File: src/rtl/inst_step_ctrl.sv
// inst_step_ctrl: tick divider, button debounce/edge detect, switch capture with per-button override, show-ahead instruction FIFO, pop counter
module inst_step_ctrl #(
  parameter int NUM_BTN = 2,
  parameter int BTN_ID_WIDTH = 1,
  parameter int INST_WIDTH = 8,
  parameter int DIV_WIDTH = 17,
  parameter int DEBOUNCE_DEPTH = 3,
  parameter int FIFO_DEPTH = 4,
  parameter int CNT_WIDTH = 8,
  parameter logic [NUM_BTN*INST_WIDTH-1:0] OVR_MASK = {8'hC0, 8'h00},
  parameter logic [NUM_BTN*INST_WIDTH-1:0] OVR_VALUE = {8'hC0, 8'h00}
) (
  input  logic                    clk,
  input  logic                    rst_n,
  input  logic [NUM_BTN-1:0]      i_btn,
  input  logic [INST_WIDTH-1:0]   i_sw,
  output logic [INST_WIDTH-1:0]   o_inst,
  output logic [BTN_ID_WIDTH-1:0] o_btn_id,
  output logic                    o_inst_valid,
  input  logic                    i_inst_ready,
  output logic [CNT_WIDTH-1:0]    o_inst_cnt,
  output logic                    o_drop,
  output logic                    o_fifo_full,
  output logic                    o_tick
);
  localparam int AW = $clog2(FIFO_DEPTH);
  localparam int EW = INST_WIDTH + BTN_ID_WIDTH;
  logic [DIV_WIDTH-1:0] r_div;
  logic r_tick, r_tick_d, r_drop;
  logic [NUM_BTN-1:0][DEBOUNCE_DEPTH-1:0] r_sh;
  logic [EW-1:0] r_mem [FIFO_DEPTH];
  logic [AW-1:0] r_wp, r_rp;
  logic [AW:0] r_cnt;
  logic [CNT_WIDTH-1:0] r_pop_cnt;
  logic [NUM_BTN-1:0] w_edge;
  logic [BTN_ID_WIDTH-1:0] w_win;
  logic [INST_WIDTH-1:0] w_mask, w_val, w_inst;
  logic w_push, w_multi, w_full, w_valid, w_pop, w_wr;
  for (genvar g = 0; g < NUM_BTN; g++) begin : g_edge
    assign w_edge[g] = (&r_sh[g][DEBOUNCE_DEPTH-1:1]) & ~r_sh[g][0];
  end
  always_comb begin
    w_win = '0;
    for (int b = NUM_BTN - 1; b >= 0; b--) w_win = w_edge[b] ? BTN_ID_WIDTH'(b) : w_win;
  end
  assign w_mask = OVR_MASK[w_win*INST_WIDTH +: INST_WIDTH];
  assign w_val = OVR_VALUE[w_win*INST_WIDTH +: INST_WIDTH];
  assign w_inst = (i_sw & ~w_mask) | (w_val & w_mask);
  assign w_push = r_tick_d & (|w_edge);
  assign w_multi = |(w_edge & (w_edge - NUM_BTN'(1)));
  assign w_full = r_cnt == (AW+1)'(FIFO_DEPTH);
  assign w_valid = |r_cnt;
  assign w_pop = w_valid & i_inst_ready;
  assign w_wr = w_push & ~w_full;
  assign {o_inst, o_btn_id} = w_valid ? r_mem[r_rp] : '0;
  assign o_inst_valid = w_valid;
  assign o_fifo_full = w_full;
  assign o_inst_cnt = r_pop_cnt;
  assign o_drop = r_drop;
  assign o_tick = r_tick;
  always_ff @(posedge clk) if (w_wr) r_mem[r_wp] <= {w_inst, w_win};
  always_ff @(posedge clk) begin
    if (!rst_n) begin
      r_div <= '0;
      r_tick <= 1'b0;
      r_tick_d <= 1'b0;
      r_sh <= '0;
      r_wp <= '0;
      r_rp <= '0;
      r_cnt <= '0;
      r_pop_cnt <= '0;
      r_drop <= 1'b0;
    end else begin
      r_div <= r_div + DIV_WIDTH'(1);
      r_tick <= &r_div;
      r_tick_d <= r_tick;
      for (int b = 0; b < NUM_BTN; b++)
        if (r_tick) r_sh[b] <= {i_btn[b], r_sh[b][DEBOUNCE_DEPTH-1:1]};
      if (w_wr) r_wp <= r_wp + AW'(1);
      if (w_pop) r_rp <= r_rp + AW'(1);
      if (w_pop) r_pop_cnt <= r_pop_cnt + CNT_WIDTH'(1);
      r_cnt <= r_cnt + (AW+1)'(w_wr) - (AW+1)'(w_pop);
      r_drop <= r_drop | (w_push & (w_full | w_multi));
    end
  end
endmodule

File: config.mk
export PLATFORM = sky130hd
export DESIGN_NAME = inst_step_ctrl
export DESIGN_NICKNAME = d
export VERILOG_FILES = /design/src/rtl/inst_step_ctrl.sv
export SDC_FILE = /design/constraint.sdc
export NUM_CORES = 1
export LEC_CHECK = 0
export CAP_MARGIN = 20
export CORE_ASPECT_RATIO = 0.9
export CORE_MARGIN = 2
export CORE_UTILIZATION = 45
export DETAILED_ROUTE_END_ITERATION = 8
export DONT_BUFFER_PORTS = 1
export GPL_ROUTABILITY_DRIVEN = 0
export HOLD_SLACK_MARGIN = 0.08
export PLACE_DENSITY = 0.65
export SYNTH_ARGS = -nofsm -noshare
export SYNTH_HDL_FRONTEND = slang
export SYNTH_SLANG_ARGS = --single-unit
File: constraint.sdc
create_clock -name clk -period 3.1 [get_ports clk]
set_input_delay 0.93 -clock clk [delete_from_list [all_inputs] [get_ports clk]]
set_output_delay 0.93 -clock clk [all_outputs]
set_load 0.005 [all_outputs]
==> flow_metrics.py <==
metrics = {
    "run_status": {
        "status": "finished clean",
    },
    "floorplanning": {
        "die_y_um": 84.3,
        "dieArea_sq_um": 7870,
        "die_w_um": 93.3,
        "rows": 29,
        "initial_utilization_pct": 46.1,
        "ios": 34,
        "core_area_sq_um": 7000,
    },
    "layout": {
        "drive_above_1_share_pct": 11.7,
        "area_delta_synth_final_pct": 10.4,
        "diodes": 0,
        "final_nets": 283,
    },
    "timing": {
        "tightest_slew_ns": 0.569,
        "final-max-slew-violation-count": 0,
        "period_minus_slack_ns": 2.52,
        "fin_crit_sh_pct": 81.4,
        "fmaxAchievable_ghz": 0.396,
        "setup_viol": 0,
        "hold_viol_final": 0,
        "rsz0062_at_grt": "false",
        "skew_ns": 0.00393,
        "finalSetupTns_ns": 0,
        "relSlewSlack_pct": 62.0,
    },
    "logic_synthesis": {
        "ys_ff_latch": 79,
        "syn_nets": 278,
        "synth_top_cell_area_share_pct": 33.5,
        "synth_top_area_cell": "edfxtp_1",
        "yosys_warnings": 0,
        "synth.cell_area_sq_um": 3230,
        "syn_avg_cell_area_sq_um": 12.7,
        "synth_area_leaders": "edfxtp_1 34%, dfxtp_1 27%, mux4_2 6.3%",
        "synth_cell_types": 37,
        "syn_inst": 255,
        "seq_area_frac_synth_pct": 60.2,
    },
    "routing": {
        "wl_per_cell_um": 14.3,
        "drc": 0,
        "wl_met2_um": 2330,
        "dr_total_vias": 1784,
        "drtIter0Drc": 60,
        "dr.pass1.iters": 4,
        "avgViaCountPerCell": 4.98,
        "top_layer_used": "met4",
        "wirelength_um": 5120,
        "wl_met1_um": 2390,
        "wl_met3_um": 356,
        "antenna_left": 0,
    },
    "setup_path": {
        "worstRegToRegCells": 10,
        "path_class": "register to output pin",
        "critPathCapture": "o_inst[1]",
        "cp_data_required_time_ns": 2.17,
        "rrSetupSlack_ns": 0.62,
        "worstPathMaxFanout": 9,
        "critPathArrivalTime_ns": 1.59,
        "r2r_end": "r_cnt[2]$_SDFF_PN0_",
        "cp-start-kind": "register",
        "r2r_start": "r_cnt[1]$_SDFF_PN0_",
        "endpoint_kind": "output pin",
    },
    "clock_network": {
        "htreeDepth": 3,
        "cts_resized": 0,
        "cts_tree": "built",
        "clk_pin_slew_ns": 0.08,
        "hold_buffers": 0,
        "clockRootBuffer": "clkbuf_8",
        "cts-buffers-inserted": 9,
        "clk_latency_ns": 0.34,
        "post_cts_buffers": 0,
        "cts_buffer_depth": 2,
        "clkSinkCount": 79,
    },
    "job": {
        "maxCapViolations": 0,
    },
    "min_path": {
        "hold_path.class": "register to register",
    },
    "grt": {
        "grt_pass1_vias": 1790,
        "grt_max_degree": 24,
        "grt_pass1_wl_um": 8500,
        "antenna_found_initial": 0,
        "grtUsageTotal_pct": 14.0,
        "grt.overflow.total": 0,
    },
    "power_and_ir_drop": {
        "p_total_mw": 2.49,
        "leakage_nw": 1.22,
        "ir_worst_vdd_mv": 0.561,
        "powerDensity_nw_per_um2": 699,
    },
    "placement": {
        "post-dp-hpwl_um": 3470,
        "place.port_buffers": 0,
    },
}
[worst max-delay path, stage by stage, from the launching register on]
cell and delay (ns):
dfxtp_1 0.31, buf_4 0.22, mux4_2 0.54, and2_1 0.18
[cell families after synthesis]
kind of cell	Yosys count	share of synthesized area (%)
flops	79	60.2
simple gates	96	16.0
xor+xnor	21	5.70
buf+inv	19	2.64
fa+ha+maj	11	4.42
mux	17	8.76
compound gates	12	2.29
[worst min-delay path by stage]
stage | from | to | slack, ns | cells after the start
6_report | r_div[0]$_SDFF_PN0_ | r_div[0]$_SDFF_PN0_ | 0.45 | 1
4_1_cts | r_div[0]$_SDFF_PN0_ | r_div[0]$_SDFF_PN0_ | 0.44 | 1
3_5_place_dp | r_div[0]$_SDFF_PN0_ | r_div[0]$_SDFF_PN0_ | 0.43 | 1
2_1_floorplan | r_div[0]$_SDFF_PN0_ | r_div[0]$_SDFF_PN0_ | 0.41 | 1
3_3_place_gp | r_div[0]$_SDFF_PN0_ | r_div[0]$_SDFF_PN0_ | 0.43 | 1
5_1_grt | r_div[0]$_SDFF_PN0_ | r_div[0]$_SDFF_PN0_ | 0.47 | 1
[where the power goes]
| group | switching [mW] | leakage (nW) | internal, mW |
|---|---|---|---|
| logic | 0.203 | 0.439 | 0.201 |
| registers | 0.0491 | 0.663 | 1.13 |
| clock network | 0.366 | 0.120 | 0.537 |
| total | 0.618 | 1.22 | 1.87 |
[metal layers]
metal	up-vias	track usage (%)
li1	907	-
met1	825	17.5
met2	46	22.2
met3	6	6.73
met4	0	3.21
met5	-	0
[sequential cells by signal, indices dropped and copies added, names as in the netlist, named ones only]
signal / count
r_mem: 36
r_sh: 6
r_div: 17
o_tick: 1
r_cnt: 3
r_wp: 2
o_drop: 1
o_inst_cnt: 8
r_tick_d: 1
r_rp: 2
[Yosys cell counts (all sizes together)]
cell	n
nand2	7
o21ai	4
nor4	1
maj3	1
mux2i	8
clkinv	1
nand4	9
a211oi	1
nor3	2
xnor2	9
and3b	2
buf	4
mux4	9
o31a	1
nand2b	2
xor2	12
nand3b	2
ha	9
nor2	33
and4	2
and3	2
fa	1
nor4b	1
nand3	7
clkbuf	5
a21oi	5
and2	20
or3	4
edfxtp	36
nor3b	2
inv	9
dfxtp	43
o21bai	1
[cells in the final DEF (no fill, tap or decap), types with 4 or more instances in the layout]
cell,Yosys,layout
xnor2_1,9,9
and2_1,20,20
inv_1,9,9
clkbuf_8,0,9
nand4_1,9,9
dfxtp_1,43,43
edfxtp_1,36,36
or3_1,4,4
xor2_1,12,12
a21oi_1,5,5
mux2i_1,8,8
mux4_2,9,9
o21ai_0,4,4
nand3_1,7,7
nand2_1,5,5
nor2_1,33,33
ha_1,9,9
[per-stage QoR]
stage	utilization, %	cells	cell area [sq um]	setup WS, ns	hold slack [ns]
finish	50.9	358	3560	0.577	0.446
global route	50.9	358	3560	0.425	0.471
CTS	50.9	358	3560	0.545	0.445
detailed placement	47.4	342	3320	0.535	0.433
global placement	47.4	342	3320	0.602	0.428
floorplan	-	255	3230	0.624	0.413
[layout make-up]
class / instances / area, sq um
multi-input combinational: 157 / 1200
fill: 642 / 3440
sequential: 79 / 1940
clock buffer: 9 / 124
inverter: 10 / 37.5
timing repair buffer: 3 / 22.5
clock inverter: 7 / 120
tap: 93 / 116
No activity file was read; power rests on OpenSTA's default activity.
